<file path="src/rtl/issue_select.sv">
// issue_select: round-robin issue selector for a scheduler row array.
// Picks one ready row, offers it to a functional unit, and after the handshake
// releases the row (free_en) and broadcasts its dependency clear (clear_en)
// once the FU latency has elapsed.
// Optional build macro ISSUE_SELECT_EARLY_WAKEUP_EN: fire the dependency clear
// one cycle before completion so dependents can issue back-to-back.
module issue_select #(
  parameter int NUM_ROWS = 8,
  parameter int MAX_LAT  = 8
) (
  input  logic                         clk,
  input  logic                         rst,
  input  logic [NUM_ROWS-1:0]          request_vector,
  input  logic [$clog2(MAX_LAT+1)-1:0] issue_lat,
  input  logic                         issue_ready,
  input  logic                         flush,
  output logic                         issue_valid,
  output logic [$clog2(NUM_ROWS)-1:0]  issue_row,
  output logic                         free_en,
  output logic [$clog2(NUM_ROWS)-1:0]  free_row_index,
  output logic                         clear_en,
  output logic [NUM_ROWS-1:0]          clear_lines,
  output logic                         busy
);

  localparam int RW = $clog2(NUM_ROWS);
  localparam int LW = $clog2(MAX_LAT+1);

`ifdef ISSUE_SELECT_EARLY_WAKEUP_EN
  // Clear one cycle ahead of completion, but never earlier than H+1.
  localparam logic [LW-1:0] HS_CLR_MAX = LW'(2);
  localparam logic [LW-1:0] BUSY_CLR_AT = LW'(3);
`else
  // Clear in the completion cycle itself.
  localparam logic [LW-1:0] HS_CLR_MAX = LW'(1);
  localparam logic [LW-1:0] BUSY_CLR_AT = LW'(2);
`endif

  typedef enum logic [1:0] {IDLE, OFFER, BUSY} state_t;

  state_t              state_q, state_d;
  logic [LW-1:0]       cnt_q, cnt_d;
  logic [RW-1:0]       rr_q, rr_d;
  logic                valid_d;
  logic [RW-1:0]       row_d;
  logic                free_en_d;
  logic [RW-1:0]       free_idx_d;
  logic                clear_en_d;
  logic [NUM_ROWS-1:0] clear_lines_d;
  logic [LW-1:0]       lat_eff;

  // Latency clamp: zero behaves as one cycle, anything above MAX_LAT saturates.
  function automatic logic [LW-1:0] sat_lat(input logic [LW-1:0] lat);
    if (lat == '0)
      return LW'(1);
    else if (lat > LW'(MAX_LAT))
      return LW'(MAX_LAT);
    else
      return lat;
  endfunction

  // First requesting row at or above ptr, wrapping around the array.
  function automatic logic [RW-1:0] pick_row(input logic [NUM_ROWS-1:0] req,
                                             input logic [RW-1:0] ptr);
    logic          found;
    logic [RW-1:0] idx;
    pick_row = ptr;
    found    = 1'b0;
    for (int i = 0; i < NUM_ROWS; i++) begin
      idx = ptr + RW'(i);
      if (!found && req[idx]) begin
        pick_row = idx;
        found    = 1'b1;
      end
    end
  endfunction

  assign lat_eff = sat_lat(issue_lat);

  // Next-state and next-output computation; every output is registered below.
  always_comb begin
    state_d       = state_q;
    cnt_d         = cnt_q;
    rr_d          = rr_q;
    valid_d       = issue_valid;
    row_d         = issue_row;
    free_en_d     = 1'b0;
    free_idx_d    = free_row_index;
    clear_en_d    = 1'b0;
    clear_lines_d = '0;

    case (state_q)
      IDLE: begin
        if (|request_vector) begin
          row_d   = pick_row(request_vector, rr_q);
          valid_d = 1'b1;
          state_d = OFFER;
        end
      end
      OFFER: begin
        if (!request_vector[issue_row]) begin
          // Requester withdrew: abandon the offer without touching rr_ptr.
          valid_d = 1'b0;
          state_d = IDLE;
        end else if (issue_ready) begin
          valid_d    = 1'b0;
          free_en_d  = 1'b1;
          free_idx_d = issue_row;
          rr_d       = issue_row + RW'(1);
          if (lat_eff <= HS_CLR_MAX) begin
            clear_en_d    = 1'b1;
            clear_lines_d = NUM_ROWS'(1) << issue_row;
          end
          if (lat_eff == LW'(1)) begin
            state_d = IDLE;
            cnt_d   = '0;
          end else begin
            state_d = BUSY;
            cnt_d   = lat_eff;
          end
        end
      end
      BUSY: begin
        cnt_d = cnt_q - LW'(1);
        if (cnt_q == BUSY_CLR_AT) begin
          clear_en_d    = 1'b1;
          clear_lines_d = NUM_ROWS'(1) << issue_row;
        end
        if (cnt_q <= LW'(2)) begin
          state_d = IDLE;
          cnt_d   = '0;
        end
      end
      default: begin
        state_d = IDLE;
        valid_d = 1'b0;
      end
    endcase

    // Flush kills everything except the release of a row handed over this cycle.
    if (flush) begin
      state_d       = IDLE;
      valid_d       = 1'b0;
      row_d         = issue_row;
      cnt_d         = '0;
      rr_d          = rr_q;
      clear_en_d    = 1'b0;
      clear_lines_d = '0;
    end
  end

  // State and output registers with asynchronous active-low reset.
  always_ff @(posedge clk or negedge rst) begin
    if (!rst) begin
      state_q        <= IDLE;
      cnt_q          <= '0;
      rr_q           <= '0;
      issue_valid    <= 1'b0;
      issue_row      <= '0;
      free_en        <= 1'b0;
      free_row_index <= '0;
      clear_en       <= 1'b0;
      clear_lines    <= '0;
      busy           <= 1'b0;
    end else begin
      state_q        <= state_d;
      cnt_q          <= cnt_d;
      rr_q           <= rr_d;
      issue_valid    <= valid_d;
      issue_row      <= row_d;
      free_en        <= free_en_d;
      free_row_index <= free_idx_d;
      clear_en       <= clear_en_d;
      clear_lines    <= clear_lines_d;
      busy           <= (state_d == BUSY);
    end
  end

endmodule

</file>
<file path="config.mk">
export PLATFORM = sky130hd
export DESIGN_NAME = issue_select
export DESIGN_NICKNAME = d
export VERILOG_FILES = /design/src/rtl/issue_select.sv
export SDC_FILE = /design/constraint.sdc
export NUM_CORES = 1
export LEC_CHECK = 0
export ABC_AREA = 1
export CAP_MARGIN = 10
export CORE_MARGIN = 3
export CORE_UTILIZATION = 35
export DETAILED_ROUTE_END_ITERATION = 12
export PLACE_DENSITY = 0.58
export SYNTH_ARGS = -nofsm -noshare
export SYNTH_HDL_FRONTEND = slang
export SYNTH_SLANG_ARGS = --single-unit
</file>
<file path="constraint.sdc">
create_clock -name clk -period 3.5 [get_ports clk]
set_input_delay 0.7 -clock clk [delete_from_list [all_inputs] [get_ports clk]]
set_output_delay 0.7 -clock clk [all_outputs]
set_load 0.05 [all_outputs]
</file>
Word level (Yosys, flattened, before mapping)
Cells that the tools add are included.
{"block": "totals", "word_cells": 147, "reg_bits": 27, "inputBits": 16}
{"block": "classes", "n_reduce_logical": 23, "magnitude_cmp": 12, "n_bitwise": 1, "mux": 81, "shifts": 1, "eq_ne": 10, "add_sub_neg": 9}
{"cell": "1-bit two-way mux", "n": 42}
{"cell": "8-bit two-way mux", "n": 5}
{"cell": "3-bit by 4-bit less-than comparator with 1-bit output, second input constant", "n": 9}
{"cell": "4-bit two-way mux", "n": 7}
{"cell": "1-bit binary-select mux with 3-bit select", "n": 9}
{"cell": "3-bit two-way mux", "n": 7}
{"cell": "8-bit case mux with 2 select lines", "n": 1}
{"cell": "3-bit adder, second input constant", "n": 4}
{"cell": "2-bit two-way mux", "n": 6}
{"cell": "3-bit AND reduction", "n": 4}
{"cell": "3-bit != test, second input constant", "n": 3}
{"cell": "4-bit case mux with 2 select lines", "n": 1}
{"cell": "8-bit OR reduction", "n": 1}
{"cell": "1-bit by 3-bit left shift with 8-bit output, first input constant", "n": 1}
{"cell": "1-bit logical AND", "n": 7}
{"cell": "1-bit zero test", "n": 7}
{"cell": "3-bit by 1-bit adder with 3-bit output, second input constant", "n": 2}
{"cell": "3-bit by 2-bit adder with 3-bit output, second input constant", "n": 2}
{"cell": "2-bit case mux with 3 select lines", "n": 1}
{"cell": "2-bit equality test, second input constant", "n": 2}
{"cell": "4-bit by 1-bit equality test with 1-bit output, second input constant", "n": 1}
{"cell": "4-bit by 2-bit equality test with 1-bit output, second input constant", "n": 1}
{"cell": "4-bit greater-than comparator, second input constant", "n": 1}
{"cell": "4-bit by 1-bit <= comparator with 1-bit output, second input constant", "n": 1}
{"cell": "other kinds (12)", "n": 12}

Longest topological paths before layout
{"block": "depth", "word_depth": 38, "depth_mapped": 21, "ltp_nobuf": 19}

Least setup slack after synthesis
Ideal clock, no wire load.
{"block": "synth_timing", "path_kind": "register to register", "startpoint": "register rr_q[0]", "endpoint": "register issue_row[1]", "n_path_buf": 2, "period_less_slack_ns": 2.379, "path_stages_with_launch": 19, "arrival_ns": 2.261, "setup_slack_ns": 1.121, "cell_sequence": "dfrtp_1 -> buf_6 -> inv_4 -> buf_12 -> ha_1 -> inv_1 -> nand3_2 -> nand2_2 -> nand2_2 -> nand2_4 -> nand2_4 -> nor2_8 -> nand3_4 -> nor2_8 -> nand3_2 -> o21ai_1 -> inv_1 -> nand2_1 -> nand2_1"}
{"block": "synth_between", "elab_chain_cells": 38, "elab_cells_between_ends": 65}
{"element": "start, declared", "line_no": "43", "text": "logic [RW-1:0] rr_q, rr_d;"}
{"element": "start signal, assigned", "line_no": "168", "text": "rr_q <= rr_d;"}
{"element": "1-bit binary-select mux with 3-bit select", "line_no": "71", "text": "if (!found && req[idx]) begin"}
{"element": "1-bit two-way mux (implied by the code)", "line_no": "71"}
{"element": "1-bit two-way mux", "line_no": "71"}
{"element": "1-bit two-way mux", "line_no": "94", "text": "if (|request_vector) begin"}
{"element": "1-bit two-way mux", "line_no": "92", "text": "case (state_q)"}
{"element": "1-bit zero test", "line_no": "71"}
{"element": "1-bit logical AND", "line_no": "71"}
{"element": "1-bit two-way mux", "line_no": "71"}
{"element": "(+22 left out)"}
{"element": "1-bit zero test", "line_no": "71"}
{"element": "1-bit logical AND", "line_no": "71"}
{"element": "1-bit two-way mux", "line_no": "71"}
{"element": "1-bit two-way mux", "line_no": "94"}
{"element": "1-bit two-way mux", "line_no": "92"}
{"element": "1-bit zero test", "line_no": "71"}
{"element": "1-bit logical AND", "line_no": "71"}
{"element": "3-bit two-way mux (*)", "line_no": "71"}
{"element": "end signal, assigned", "line_no": "170", "text": "issue_row <= row_d;"}
{"element": "end, declared", "line_no": "18", "text": "output logic [$clog2(NUM_ROWS)-1:0] issue_row,"}
Mark *: on every way between the ends. The rest lies on a longest branch, timed or not. The select of a mux whose other input is x is not followed.
A chain may end at the register's enable or synchronous reset.

Worst setup path after layout
{"block": "layout_timing", "startpoint": "register rr_q[1]", "endpoint": "register issue_row[1]"}
The elaborated chain is that of the path after synthesis.

==> metrics <==
status finished clean; Die H 86.4 um; Mean Syn Cell Area 7.57 sq um; setup violators final 0; PnR Total Power 0.00240 W; reg2reg setup slack 0.71 ns; Wirelength per Cell 12.5 um; # DRC 0; largest net degree at the start of global routing 28; Initial Util 37.1%; placed cell count 404; DRT Pass-1 Iters 4; WL met3 214 um; Post-synth ARST share 100%; WHS Endpoint free_row_index[1]; ANT nets after route 0; WL final 5120 um; Post-synth EDFFs 0; Max Root-Sink Buffers 2; port buffer count 33; WP data arrival 2.96 ns; detailed placement HPWL 4070 um; worst skew pair latency between 0.2 and 0.3 ns; DR iter-0 viols around 140; WS Path Type reg -> reg; CTS Sinks 27; M1 wire length 2430 um; CP startpoint kind flip-flop; synthesized cell area 2260 sq um; Syn Inst Count 299; Max Used Layer met4; #FFs+latches synth 27; CTS tree done; depth of the CTS H-tree 1; Crit path required time 3.67 ns; Core ar. 6100 sq um; syn_nets 329; Root Driver clkbuf_8; worst reg-to-reg path cell count 18; nets@finish 364; share of layout cells above drive strength 1 12.0%; period utilisation layout 79.6%; die area roughly 7500 sq um; RSZ-0062 raised after global routing false; register area share after synthesis 29.9%; vias in the first global route 1854; distinct cell type count after synthesis 38; hold_buf cts 0; Tmin final 2.79 ns; Leak around 1.3 nW; initial antenna violation count 0; min-delay worst type reg -> reg; Synth area leaders dfrtp_1, nand2_1, ha_1; fillers 626; GRT Overall Usage 14.4%; Fin Clk Skew roughly 0.0080 ns; CTS resizes 0; met2 WL post-DR 2460 um; HP Start free_row_index[1]; Row Count 28; R2R Path End issue_row[1]; final design utilization 44.1%; global-route wire length before repair 8690 um; largest area contributor in the netlist dfrtp_1; vias per inst 4.82; commonest register cell after synthesis dfrtp_1; worst-margin pin slew 0.677 ns; vias about 2000; VDD IR max 0.395 mV; relative slew slack 54.9%; maximum fanout along the worst path 11; Worst Hold Depth 2; # diodes 0; reg2reg start rr_q[1]; maxcap violations 0; Ports 34; synth warn 0; synthesis-to-finish area growth 18.8%; post-CTS setup buffer count 0; CP Capture Type flip-flop; Die X 86.4 um; final max-slew violation count 0; pwr/cell area 894 nW/um^2; Fin. Hold Viols 0; clock slew at reported path FFs approximately 0.09 ns; Final Instance Count excl. Fillers 408; total grt overflow 0; TritonCTS Buffers 3; Synth top area share 29.9%; final hold slack between 0.4 and 0.5 ns; setup_tns 0 ns; FMAX roughly 0.36 GHz; gp weighted congestion slightly below 0.8
-- how the worst max path moves through the flow --
stage	startpoint	to	slack (ns)	cells past startpoint
global route	rr_q[1]	issue_row[1]	0.37	18
detailed placement	request_vector[0]	clear_lines[1]	0.68	9
CTS	rr_q[1]	issue_row[1]	0.72	16
floorplan	rr_q[0]	issue_row[1]	1.12	18
finish	rr_q[1]	issue_row[1]	0.71	18
global placement	request_vector[4]	clear_lines[0]	0.68	9
-- flip-flops by register name, indices dropped and copies added (netlist names) --
signal,flops
clear_lines,8
issue_row,3
clear_en,1
cnt_q,4
busy,1
rr_q,3
state_q,2
free_row_index,3
issue_valid,1
free_en,1
-- layout make-up --
type	count	area, sq um	area share [%]
inverter	43	165	6.14
clock buffer	4	45.0	1.68
tap	75	93.8	3.49
sequential	27	676	25.1
multi-input combinational	224	1360	50.7
timing repair buffer	35	345	12.8
-- cells in the final DEF (no fill, tap or decap), types with 8 or more instances in the layout --
cell             Yosys  layout
dfrtp_1             27      27
nand3_2              8       8
inv_1               39      39
a21oi_1             11      11
nor2_1              26      26
nand3_1             27      27
clkdlybuf4s50_1      0      33
o21ai_0             14      14
nand2_4             11      11
nand2_1             70      70
ha_1                14      14
-- cells in the mapped netlist (2+ instances only) --
master,n
xor2_1,2
xnor2_1,2
nand2_4,11
o211ai_1,2
nand3_1,27
ha_1,14
nand3_2,8
nand2_1,70
nor2_1,26
or4_1,2
o21ai_1,5
a21oi_1,11
nor3_1,7
o221ai_1,2
buf_6,3
inv_1,39
inv_2,2
o21ai_0,14
nor2_8,2
dfrtp_1,27
a31oi_1,2
nand2_2,5
-- through the flow --
stage | cell area, sq um | setup WS (ns)
2_1_floorplan | 2260 | 1.12
3_3_place_gp | 2640 | 0.676
3_5_place_dp | 2640 | 0.684
4_1_cts | 2690 | 0.722
5_1_grt | 2690 | 0.369
6_report | 2690 | 0.714
-- critical path: stages (launching register included) --
cell      delay, ns
dfrtp_1        0.61
clkinv_2       0.20
ha_1           0.39
inv_1          0.26
nand3_2        0.15
nand2_1        0.08
nand2_1        0.08
nand2_4        0.08
nand2_4        0.06
nor2_8         0.12
nand3_4        0.11
nor2_2         0.15
nand2_1        0.07
nand2_1        0.07
inv_1          0.03
nand2_1        0.06
nand2_1        0.05
nand2_1        0.05
nand2_1        0.04
-- metal layers --
| metal | vias to the layer above | GRT usage, % |
|---|---|---|
| li1 | 1032 | - |
| met1 | 896 | 19.4 |
| met2 | 37 | 25.0 |
| met3 | 2 | 2.95 |
| met4 | 0 | 0.850 |
| met5 | - | 0 |
-- power by group --
group,internal [W],switching [W],total [W],leakage (nW)
combinational,0.000588,0.00113,0.00172,0.916
sequential,0.000381,0.000123,0.000504,0.357
clock,0.0000817,0.0000975,0.000179,0.0228
total,0.00105,0.00135,0.00240,1.30
-- kinds of logic (layout without fill, tap and decap cells) --
family / count (synthesis) / in the layout / share of synthesized area (%)
XOR/XNOR: 6 / 6 / 3.98
flip-flops: 27 / 27 / 29.9
adder cells (fa/ha/maj): 14 / 14 / 7.74
buffers and inverters: 48 / 82 / 9.89
AO/OA/AOI/OAI: 41 / 41 / 10.3
AND/OR/NAND/NOR: 163 / 163 / 38.2
Note: power is estimated with default switching activity, not from simulation.
